===== config.mk =====
export PLATFORM = sky130hd
export DESIGN_NAME = log2_pipe
export DESIGN_NICKNAME = d
export VERILOG_FILES = /design/src/rtl/sgm_math_pkg.sv /design/src/rtl/log2_search_stage.sv /design/src/rtl/log2_pipe.sv
export SDC_FILE = /design/constraint.sdc
export NUM_CORES = 1
export LEC_CHECK = 0
export BUFFER_PORTS_ARGS = -buffer_cell sky130_fd_sc_hd__buf_2
export CAP_MARGIN = 10
export CORE_UTILIZATION = 30
export DETAILED_ROUTE_END_ITERATION = 6
export GPL_TIMING_DRIVEN = 0
export PLACE_DENSITY = 0.5
export SLEW_MARGIN = 5
export SYNTH_ARGS = -nofsm -noshare
export SYNTH_HDL_FRONTEND = slang
export SYNTH_HIERARCHICAL = 1
export SYNTH_SLANG_ARGS = --single-unit

===== constraint.sdc =====
create_clock -name clk -period 2.7 [get_ports clk]
set_clock_uncertainty 0.2 [all_clocks]
set_input_delay 0.54 -clock clk [delete_from_list [all_inputs] [get_ports clk]]
set_output_delay 0.54 -clock clk [all_outputs]
set_load 0.05 [all_outputs]

===== src/rtl/sgm_math_pkg.sv =====
// Shared integer-math helpers for the SGM datapath.
// clog2 maps 0 and 1 to 0 and is usable in constant expressions.
package sgm_math_pkg;

  function automatic int clog2(input int value);
    int result;
    result = 0;
    for (int i = 0; i < 31; i++) begin
      if ((64'd1 << i) < 64'(value)) begin
        result = i + 1;
      end
    end
    return result;
  endfunction

  localparam int WIDTH = 9;
  localparam int SW    = clog2(WIDTH);
  localparam int P     = 1 << SW;
  localparam int LW    = clog2(WIDTH + 1);

endpackage


===== src/rtl/log2_search_stage.sv =====
// One binary-search step of log2_pipe: tests the upper half of the window,
// records one floor bit and forwards the selected half.
module log2_search_stage #(
  parameter int  STAGE = 1,
  parameter int  SW    = 4,
  parameter int  P     = 16,
  parameter int  LW    = 4,
  parameter int  TAG_W = 4,
  localparam int WI    = P >> (STAGE - 1),
  localparam int WO    = WI / 2
) (
  input  logic             clk,
  input  logic             rst_n,
  input  logic             en_i,
  input  logic             valid_i,
  input  logic [WI-1:0]    win_i,
  input  logic [LW-1:0]    floor_i,
  input  logic             zero_i,
  input  logic             pow2_i,
  input  logic [TAG_W-1:0] tag_i,
  output logic             valid_o,
  output logic [WO-1:0]    win_o,
  output logic [LW-1:0]    floor_o,
  output logic             zero_o,
  output logic             pow2_o,
  output logic [TAG_W-1:0] tag_o
);

  logic             upper_nz_s;
  logic [WO-1:0]    win_d;
  logic [LW-1:0]    floor_d;

  logic             valid_q;
  logic [WO-1:0]    win_q;
  logic [LW-1:0]    floor_q;
  logic             zero_q;
  logic             pow2_q;
  logic [TAG_W-1:0] tag_q;

  // Select the half that holds the most significant set bit.
  always_comb begin
    upper_nz_s        = |win_i[WI-1:WO];
    floor_d           = floor_i;
    floor_d[SW-STAGE] = upper_nz_s;
    if (upper_nz_s) begin
      win_d = win_i[WI-1:WO];
    end else begin
      win_d = win_i[WO-1:0];
    end
  end

  // Stage register; holds while the pipeline is stalled.
  always_ff @(posedge clk or negedge rst_n) begin
    if (!rst_n) begin
      valid_q <= 1'b0;
      win_q   <= {WO{1'b0}};
      floor_q <= {LW{1'b0}};
      zero_q  <= 1'b0;
      pow2_q  <= 1'b0;
      tag_q   <= {TAG_W{1'b0}};
    end else if (en_i) begin
      valid_q <= valid_i;
      win_q   <= win_d;
      floor_q <= floor_d;
      zero_q  <= zero_i;
      pow2_q  <= pow2_i;
      tag_q   <= tag_i;
    end
  end

  assign valid_o = valid_q;
  assign win_o   = win_q;
  assign floor_o = floor_q;
  assign zero_o  = zero_q;
  assign pow2_o  = pow2_q;
  assign tag_o   = tag_q;

endmodule


===== src/rtl/log2_pipe.sv =====
// Pipelined floor/ceil log2 with zero and power-of-two flags and a tag sideband.
// Input register, SW binary-search stages, registered result stage; one global stall enable.
module log2_pipe
  import sgm_math_pkg::clog2;
#(
  parameter int  WIDTH = sgm_math_pkg::WIDTH,
  parameter int  TAG_W = 4,
  localparam int SW    = clog2(WIDTH),
  localparam int P     = 1 << SW,
  localparam int LW    = clog2(WIDTH + 1)
) (
  input  logic             clk,
  input  logic             rst_n,
  input  logic             in_valid,
  output logic             in_ready,
  input  logic [WIDTH-1:0] in_data,
  input  logic [TAG_W-1:0] in_tag,
  output logic             out_valid,
  input  logic             out_ready,
  output logic [LW-1:0]    out_floor,
  output logic [LW-1:0]    out_ceil,
  output logic             out_zero,
  output logic             out_pow2,
  output logic [TAG_W-1:0] out_tag
);

  logic             en_s;

  logic             s0_zero_d;
  logic             s0_pow2_d;
  logic             s0_valid_q;
  logic [P-1:0]     s0_data_q;
  logic             s0_zero_q;
  logic             s0_pow2_q;
  logic [TAG_W-1:0] s0_tag_q;

  logic             valid_a [0:SW];
  logic [P-1:0]     win_a   [0:SW];
  logic [LW-1:0]    floor_a [0:SW];
  logic             zero_a  [0:SW];
  logic             pow2_a  [0:SW];
  logic [TAG_W-1:0] tag_a   [0:SW];

  logic             inc_s;
  logic [LW-1:0]    ceil_d;

  logic             out_valid_q;
  logic [LW-1:0]    out_floor_q;
  logic [LW-1:0]    out_ceil_q;
  logic             out_zero_q;
  logic             out_pow2_q;
  logic [TAG_W-1:0] out_tag_q;

  assign en_s     = !out_valid_q || out_ready;
  assign in_ready = en_s;

  // Operand flags computed at full input width before zero extension.
  always_comb begin
    s0_zero_d = (in_data == {WIDTH{1'b0}});
    s0_pow2_d = !s0_zero_d &&
                ((in_data & (in_data - {{(WIDTH-1){1'b0}}, 1'b1})) == {WIDTH{1'b0}});
  end

  // Input register; an unaccepted cycle enters the pipe as a bubble.
  always_ff @(posedge clk or negedge rst_n) begin
    if (!rst_n) begin
      s0_valid_q <= 1'b0;
      s0_data_q  <= {P{1'b0}};
      s0_zero_q  <= 1'b0;
      s0_pow2_q  <= 1'b0;
      s0_tag_q   <= {TAG_W{1'b0}};
    end else if (en_s) begin
      s0_valid_q <= in_valid;
      s0_data_q  <= P'(in_data);
      s0_zero_q  <= s0_zero_d;
      s0_pow2_q  <= s0_pow2_d;
      s0_tag_q   <= in_tag;
    end
  end

  assign valid_a[0] = s0_valid_q;
  assign win_a[0]   = s0_data_q;
  assign floor_a[0] = {LW{1'b0}};
  assign zero_a[0]  = s0_zero_q;
  assign pow2_a[0]  = s0_pow2_q;
  assign tag_a[0]   = s0_tag_q;

  for (genvar k = 1; k <= SW; k++) begin : g_stage
    localparam int WI = P >> (k - 1);
    localparam int WO = WI / 2;
    logic [WO-1:0] win_s;

    log2_search_stage #(
      .STAGE (k),
      .SW    (SW),
      .P     (P),
      .LW    (LW),
      .TAG_W (TAG_W)
    ) u_stage (
      .clk     (clk),
      .rst_n   (rst_n),
      .en_i    (en_s),
      .valid_i (valid_a[k-1]),
      .win_i   (win_a[k-1][WI-1:0]),
      .floor_i (floor_a[k-1]),
      .zero_i  (zero_a[k-1]),
      .pow2_i  (pow2_a[k-1]),
      .tag_i   (tag_a[k-1]),
      .valid_o (valid_a[k]),
      .win_o   (win_s),
      .floor_o (floor_a[k]),
      .zero_o  (zero_a[k]),
      .pow2_o  (pow2_a[k]),
      .tag_o   (tag_a[k])
    );

    assign win_a[k] = P'(win_s);
  end

  // The surviving window bit is set exactly when the operand was nonzero.
  always_comb begin
    inc_s  = win_a[SW][0] && !pow2_a[SW];
    ceil_d = floor_a[SW] + {{(LW-1){1'b0}}, inc_s};
  end

  // Result register; outputs stay frozen while the consumer stalls.
  always_ff @(posedge clk or negedge rst_n) begin
    if (!rst_n) begin
      out_valid_q <= 1'b0;
      out_floor_q <= {LW{1'b0}};
      out_ceil_q  <= {LW{1'b0}};
      out_zero_q  <= 1'b0;
      out_pow2_q  <= 1'b0;
      out_tag_q   <= {TAG_W{1'b0}};
    end else if (en_s) begin
      out_valid_q <= valid_a[SW];
      out_floor_q <= floor_a[SW];
      out_ceil_q  <= ceil_d;
      out_zero_q  <= zero_a[SW];
      out_pow2_q  <= pow2_a[SW];
      out_tag_q   <= tag_a[SW];
    end
  end

  assign out_valid = out_valid_q;
  assign out_floor = out_floor_q;
  assign out_ceil  = out_ceil_q;
  assign out_zero  = out_zero_q;
  assign out_pow2  = out_pow2_q;
  assign out_tag   = out_tag_q;

endmodule

# ---- Yosys cells after proc, flatten, opt, wreduce, memory -nomap -nowiden
# Cells that the tools add are included.
dict set report classes {
  n_addsub 2
  reduce_logical 10
  bitwise 1
  n_mux 4
}
# cell n
set op_table {}
lappend op_table {{9-bit zero test} 2}
lappend op_table {{9-bit AND} 1}
lappend op_table {{9-bit by 1-bit subtractor with 9-bit output (second input constant)} 1}
lappend op_table {{8-bit 2-to-1 mux} 1}
lappend op_table {{4-bit by 1-bit adder with 4-bit output} 1}
lappend op_table {{4-bit 2-to-1 mux} 1}
lappend op_table {{4-bit OR reduction} 1}
lappend op_table {{1-bit zero test} 3}
lappend op_table {{1-bit logical AND} 2}
lappend op_table {{2-bit 2-to-1 mux} 1}
lappend op_table {{2-bit OR reduction} 1}
lappend op_table {{1-bit logical OR} 1}
lappend op_table {{1-bit 2-to-1 mux} 1}
dict set report totals {
  regBits 84
  output_inout_bits 16
}

# ---- Longest topological paths before layout
# Gate-level depths: netlist of the first run.
dict set report logic_depth {
  ltp_word 4
  depth_mapped 8
  mapped_depth_nobuf 5
}

# ---- By module
# The synthesis of the first run kept the hierarchy.
# module area_each_um2 cells_each instances
set modules_own_cells {}
lappend modules_own_cells {log2_pipe 1283.7 90 1}
lappend modules_own_cells {{log2_search_stage (g_stage[1].u_stage)} 830.8 68 1}
lappend modules_own_cells {{log2_search_stage (g_stage[2].u_stage)} 606.8 46 1}
lappend modules_own_cells {{log2_search_stage (g_stage[3].u_stage)} 534.3 35 1}
lappend modules_own_cells {{log2_search_stage (g_stage[4].u_stage)} 478.0 27 1}

# ---- Worst setup path after synthesis of the first run
# No wires, ideal clock.
dict set report synth_timing {
  path_kind {register to register}
  start {register out_valid_q, in the netlist out_valid}
  end {register, netlist name g_stage[1].u_stage/floor_o[1]}
  setup_ns 0.125
  arrival_ns 2.436
  synth_period_minus_slack_ns 2.761
  path_stages_with_launch 8
  setup_slack_ns -0.061
  cell_sequence {dfrtp_1 > nor2b_1 > clkbuf_1 > buf_2 > inv_1 > buf_2 > buf_2 > mux2_2}
}
# element line
set synth_rtl {}
lappend synth_rtl {{start: declaration} log2_pipe.sv:47} ;# logic out_valid_q;
lappend synth_rtl {{start signal: assignment} log2_pipe.sv:136} ;# out_valid_q <= valid_a[SW];

# ---- Final worst setup path of the first run
dict set report layout_timing {
  start {register out_valid_q, in the netlist out_valid}
  end {output port in_ready}
}
dict set report layout_between {
  elab_chain_len 2
}
# element line
set layout_rtl {}
lappend layout_rtl {{1-bit zero test} log2_pipe.sv:54} ;# assign en_s = !out_valid_q || out_ready;
lappend layout_rtl {{1-bit logical OR} log2_pipe.sv:54}
lappend layout_rtl {{end: declaration} log2_pipe.sv:15} ;# output logic in_ready,
# No other way between the ends.

==> impl_metrics.yaml, run 1 <==
status:
  outcome: "finished clean"
sta:
  rsz0062_at_grt: "false"
  finalMaxSlewViolations: 0
  period_minus_slack_ps: 2460
  fin_crit_sh_pct: 91.1
  final_hold_viol_count: 0
  setup_slack_ps: 241
  maxSlewHeadroom_pct: 62.3
  finalSetupViolCount: 0
  fmax_ghz: 0.407
  worst_pin_slew_ps: 566
critical_path:
  crit_arrival_ps: 1720
  cp_cell_sequence: "nor2b_1, clkbuf_2, buf_2, clkinvlp_4, buf_2"
  cp.required_ps: 1960
  cp-end-kind: "output port"
  critPathSlowestCell: "dfrtp_1"
  start_kind: "register"
  critical_path.max_fanout: 10
  worstSetupPathType: "register to output port"
  cpPeakStageDelay_ps: 330
  cpMostUsedCell: "buf_2"
die:
  num_rows: 39
  pin_count: 33
  initial_core_util_pct: 30.8
  die_width_um: 110
  fp.dieH_um: 110
  core_area_um2: 11400
  dieArea_um2: 12100
routing:
  drt_iter0_markers: 60
  drc_errors: 0
  wirelength_um: 5990
  wire_per_inst_um: 12.7
  drt-pass1-iter-count: 5
  vias: 2082
  ant_nets: 0
  routed_via_density: 4.42
layout:
  final_common_cell: "dfrtp_1"
  syn_to_final_growth_pct: 21.5
  layout_common_cells: "dfrtp_1 (84), mux2_2 (44), buf_2 (37), conb_1 (28), nor2_1 (22)"
  regArea_um2: 2100
  num_antenna_cells: 0
  nets: 345
  final_core_util_pct: 37.4
  multiInputGateArea_um2: 1390
  nFillCells: 1130
  layout-drive-gt1-share_pct: 35.4
placed_design:
  portBuffers: 32
  gp_congestion: 0.700
  place_ws_ps: -80.2
  hpwlAfterDp_um: 4330
clocking:
  path_clk_slew_ps: 60
  htree_levels: 3
  cts-hold-fix-buffers: 0
  clk_latency_ps: 330
  cts_tree: "yes"
  max-clock-path-buffers: 2
  clock-sinks: 84
  numCtsBuffers: 9
  root_buffer: "clkbuf_16"
worst_hold_path:
  min_path_type: "input port to async pin"
power_and_ir_drop:
  irDropWorstVdd_v: 0.000743
  power_per_cell_area_nw_per_um2: 1020
  p_leak_nw: 1.87
global_routing:
  grt_pass1_wl_um: 10500
  grt_start_max_net_pins: 45
  antenna_found_initial: 0
  grt_use_total_pct: 11.7
  first_global_vias: 2063
  gr-total-overflow: 0
yosys:
  syn_avg_cell_area_um2: 13.8
  synthesis.area_um2: 3510
  synth_warnings: 6
  netlist_instances: 254
run:
  cap_viol_max_count: 0
## final cells by class
| class | instances | area share [%] |
|---|---|---|
| Clock inverter | 3 | 0.938 |
| Clock buffer | 10 | 5.60 |
| Tap cell | 143 | 4.19 |
| Timing Repair Buffer | 34 | 4.46 |
| Sequential cell | 84 | 49.3 |
| Inverter | 10 | 0.968 |
| Buffer | 12 | 1.99 |
| Multi-Input combinational cell | 175 | 32.6 |
## state kept, by name (all words and copies together) (netlist names)
register                 count
g_stage.u_stage/floor_o     10
g_stage.u_stage/pow2_o       4
g_stage.u_stage/tag_o       16
g_stage.u_stage/valid_o      4
g_stage.u_stage/win_o       15
g_stage.u_stage/zero_o       4
out_ceil                     4
out_floor                    4
out_pow2                     1
out_tag                      4
out_valid                    1
out_zero                     1
s0_data_q                    9
s0_pow2_q                    1
s0_tag_q                     4
s0_valid_q                   1
s0_zero_q                    1
## routing by layer
metal | GRT usage (%) | part of all wire (%) | up-vias
met2 | 18.0 | 45 | 33
li1 | - | - | 1026
met3 | 3.88 | 4.0 | 9
met4 | 5.08 | 2.0 | 0
met5 | 0 | 0 | -
met1 | 15.1 | 49 | 1014
## final timing paths
| path | cells after the start | startpoint | slack, ps | endpoint |
|---|---|---|---|---|
| max in group asynchronous | 2 | rst_n | 1690 | g_stage[4].u_stage/floor_o[3] |
| worst min-delay path | 1 | rst_n | 4 | s0_tag_q[3] |
| worst min register to register | 2 | out_ceil[2] | 280 | out_ceil[2] |
| min in group clk | 2 | in_valid | 220 | s0_valid_q |
| worst max-delay path | 5 | out_valid | 240 | in_ready |
| worst max register to register | 9 | out_valid | 370 | g_stage[1].u_stage/win_o[4] |
## critical path, delay by kind of cell (launching register included)
family,cells,cell delay [ps]
buffers and inverters,4,930
flip-flops,1,330
AND/OR/NAND/NOR,1,130
## where the power goes
| part | leakage (nW) | total, W | switching (W) | internal (W) |
|---|---|---|---|---|
| logic | 0.765 | 0.00133 | 0.000736 | 0.000593 |
| clock network | 0.140 | 0.00116 | 0.000443 | 0.000722 |
| registers | 0.963 | 0.00188 | 0.000221 | 0.00166 |
| total | 1.87 | 0.00437 | 0.00140 | 0.00297 |
## repair_timing
action	4_1_cts	5_1_grt
setup endpoints to repair	1	0
setup buffers	1	0
resized for setup	2	0
## stage by stage
stage	cell area [µm²]	hold slack, ps	TNS (ps)	total power (W)	instances
2_1_floorplan	3610	44.4	0	0.00291	281
3_3_place_gp	3950	264	-424	0.00321	456
3_5_place_dp	3980	267	-343	0.00325	457
4_1_cts	4270	29.4	0	0.00444	471
5_1_grt	4270	48.5	0	0.00465	471
6_report	4270	4.01	0	0.00437	471
Power figures use the tool's default switching activity.
==> run 2, diff against run 1 <==
--- a/config.mk
+++ b/config.mk
@@ -5,12 +5,13 @@
 export SDC_FILE = /design/constraint.sdc
 export NUM_CORES = 1
 export LEC_CHECK = 0
+export ABC_CLOCK_PERIOD_IN_PS = 2700
 export BUFFER_PORTS_ARGS = -buffer_cell sky130_fd_sc_hd__buf_2
 export CAP_MARGIN = 10
-export CORE_UTILIZATION = 30
+export CORE_UTILIZATION = 35
 export DETAILED_ROUTE_END_ITERATION = 6
 export GPL_TIMING_DRIVEN = 0
-export PLACE_DENSITY = 0.5
+export PLACE_DENSITY = 0.56
 export SLEW_MARGIN = 5
 export SYNTH_ARGS = -nofsm -noshare
 export SYNTH_HDL_FRONTEND = slang
==> impl_metrics.yaml, run 2 (synthesized netlist as in run 1, its figures left out) <==
clocking:
  numCtsBuffers: 9
  path_clk_slew_ps: 80
  root_buffer: "clkbuf_8"
  max-clock-path-buffers: 2
  cts_tree: "yes"
  clock-sinks: 84
  clk_latency_ps: 340
  htree_levels: 3
critical_path:
  ff2ff_path_depth: 9
  worstSetupPathType: "register to output port"
  cp.required_ps: 1960
  cp-end-kind: "output port"
  r2r_start: "out_valid"
  crit_arrival_ps: 1740
  start_kind: "register"
  r2r_slack_ps: 320
  critical_path.max_fanout: 10
  r2r-end: "g_stage[1].u_stage/win_o[4]"
global_routing:
  grt_util_met3_pct: 4.58
  antenna_found_initial: 0
  met1_usage_pct: 16.9
  first_global_vias: 1969
  gr-total-overflow: 0
  grt_start_max_net_pins: 46
  grt-busiest-layer: "met2"
  grt_use_met2_pct: 19.2
  grt_pass1_wl_um: 9780
  grt_use_total_pct: 12.6
sta:
  final_hold_viol_count: 0
  finalSetupViolCount: 0
  worst_pin_slew_ps: 512
  period_minus_slack_ps: 2480
  rsz0062_at_grt: "false"
  finalMaxSlewViolations: 0
  maxSlewHeadroom_pct: 65.9
  fin_crit_sh_pct: 91.9
  fmax_ghz: 0.403
worst_hold_path:
  min_path_type: "input port to register"
  worstHoldStart: "in_tag[1]"
  min_to: "s0_tag_q[1]"
  hold_depth: 2
layout:
  nets: 346
  layout_common_cells: "dfrtp_1 (84), mux2_2 (44), buf_2 (36), conb_1 (28), nor2_1 (22)"
  nFillCells: 959
  num_antenna_cells: 0
  final_common_cell: "dfrtp_1"
  final_core_util_pct: 44.0
  design_area_um2: 4280
  layout-drive-gt1-share_pct: 35.5
  largest_reg_flops: 16
  final_cells: 465
  syn_to_final_growth_pct: 21.9
routing:
  vias: 2060
  drc_errors: 0
  ant_nets: 0
  routed_via_density: 4.43
  wire_per_inst_um: 12.4
  drt-pass1-iter-count: 4
  drt_iter0_markers: 70
  wirelength_um: 5770
run:
  cap_viol_max_count: 0
die:
  fp.dieH_um: 102
  dieArea_um2: 10400
  die_width_um: 102
  num_rows: 36
  initial_core_util_pct: 36.1
  core_area_um2: 9730
  pin_count: 33
placed_design:
  hpwlAfterDp_um: 4090
  placedCellCount: 447
  placed_area_um2: 3970
  gp_congestion: 0.722
  portBuffers: 32
status:
  outcome: "finished clean"
power_and_ir_drop:
  irDropWorstVdd_v: 0.000359
  power_per_cell_area_nw_per_um2: 1040
  p_leak_nw: 1.88
## run 2: changes by cell type in the layout (fill, tap and decap cells not counted), moves of 2 or more
cell,previous run,this run
bufinv_16,1,5
clkbuf_16,9,0
clkbuf_8,1,9
clkinv_2,2,0
## run 2: layout make-up
class / instances / area, µm² / share of cell area, %
Buffer: 12 / 87.6 / 2.05
Tap cell: 133 / 166 / 3.89
Clock buffer: 10 / 128 / 2.98
Sequential cell: 84 / 2100 / 49.1
Multi-Input combinational cell: 175 / 1390 / 32.5
Inverter: 10 / 41.3 / 0.964
Clock inverter: 6 / 159 / 3.71
Timing Repair Buffer: 35 / 208 / 4.85
## run 2: what timing repair did
action | CTS | global route
setup endpoints to repair | 1 | 1
setup buffers | 1 | 0
hold buffers | 1 | 0
gates resized for setup | 2 | 1
pin swaps | 0 | 0
hold endpoints to repair | 39 | 0
## run 2: worst max-delay path by stage
stage | cells past startpoint | startpoint | end
2_1_floorplan | 7 | out_valid | g_stage[1].u_stage/win_o[0]
3_3_place_gp | 9 | out_ready | g_stage[1].u_stage/win_o[4]
3_5_place_dp | 9 | out_ready | g_stage[1].u_stage/win_o[4]
4_1_cts | 5 | out_valid | in_ready
5_1_grt | 5 | out_valid | in_ready
6_report | 5 | out_valid | in_ready
## run 2: through the flow
step           TNS [ps]  setup WS (ps)  total power [W]  hold WS, ps
3_3_place_gp      -3030           -213          0.00320          260
6_report              0            218          0.00444          207
3_5_place_dp      -3760           -225          0.00324          271
5_1_grt               0           60.7          0.00472          189
4_1_cts               0           56.0          0.00451          184
2_1_floorplan         0           89.0          0.00291         44.4
## run 2: critical path, cell delays in order (launching register included)
cell        delay [ps]
dfrtp_1            340
nor2b_1            120
clkbuf_2           260
clkbuf_4           290
clkinvlp_4         160
buf_2              230
## run 2: where the power goes
group	total, W	switching (W)	leakage [nW]	internal [W]
Combinational	0.00133	0.000730	0.773	0.000598
Sequential	0.00188	0.000228	0.963	0.00165
Clock	0.00123	0.000430	0.141	0.000805
## run 2: layer usage
| layer | up-vias | routed length, µm |
|---|---|---|
| met5 | - | 0 |
| met4 | 0 | 62 |
| met3 | 5 | 226 |
| met2 | 39 | 2650 |
| met1 | 984 | 2830 |
| li1 | 1032 | - |
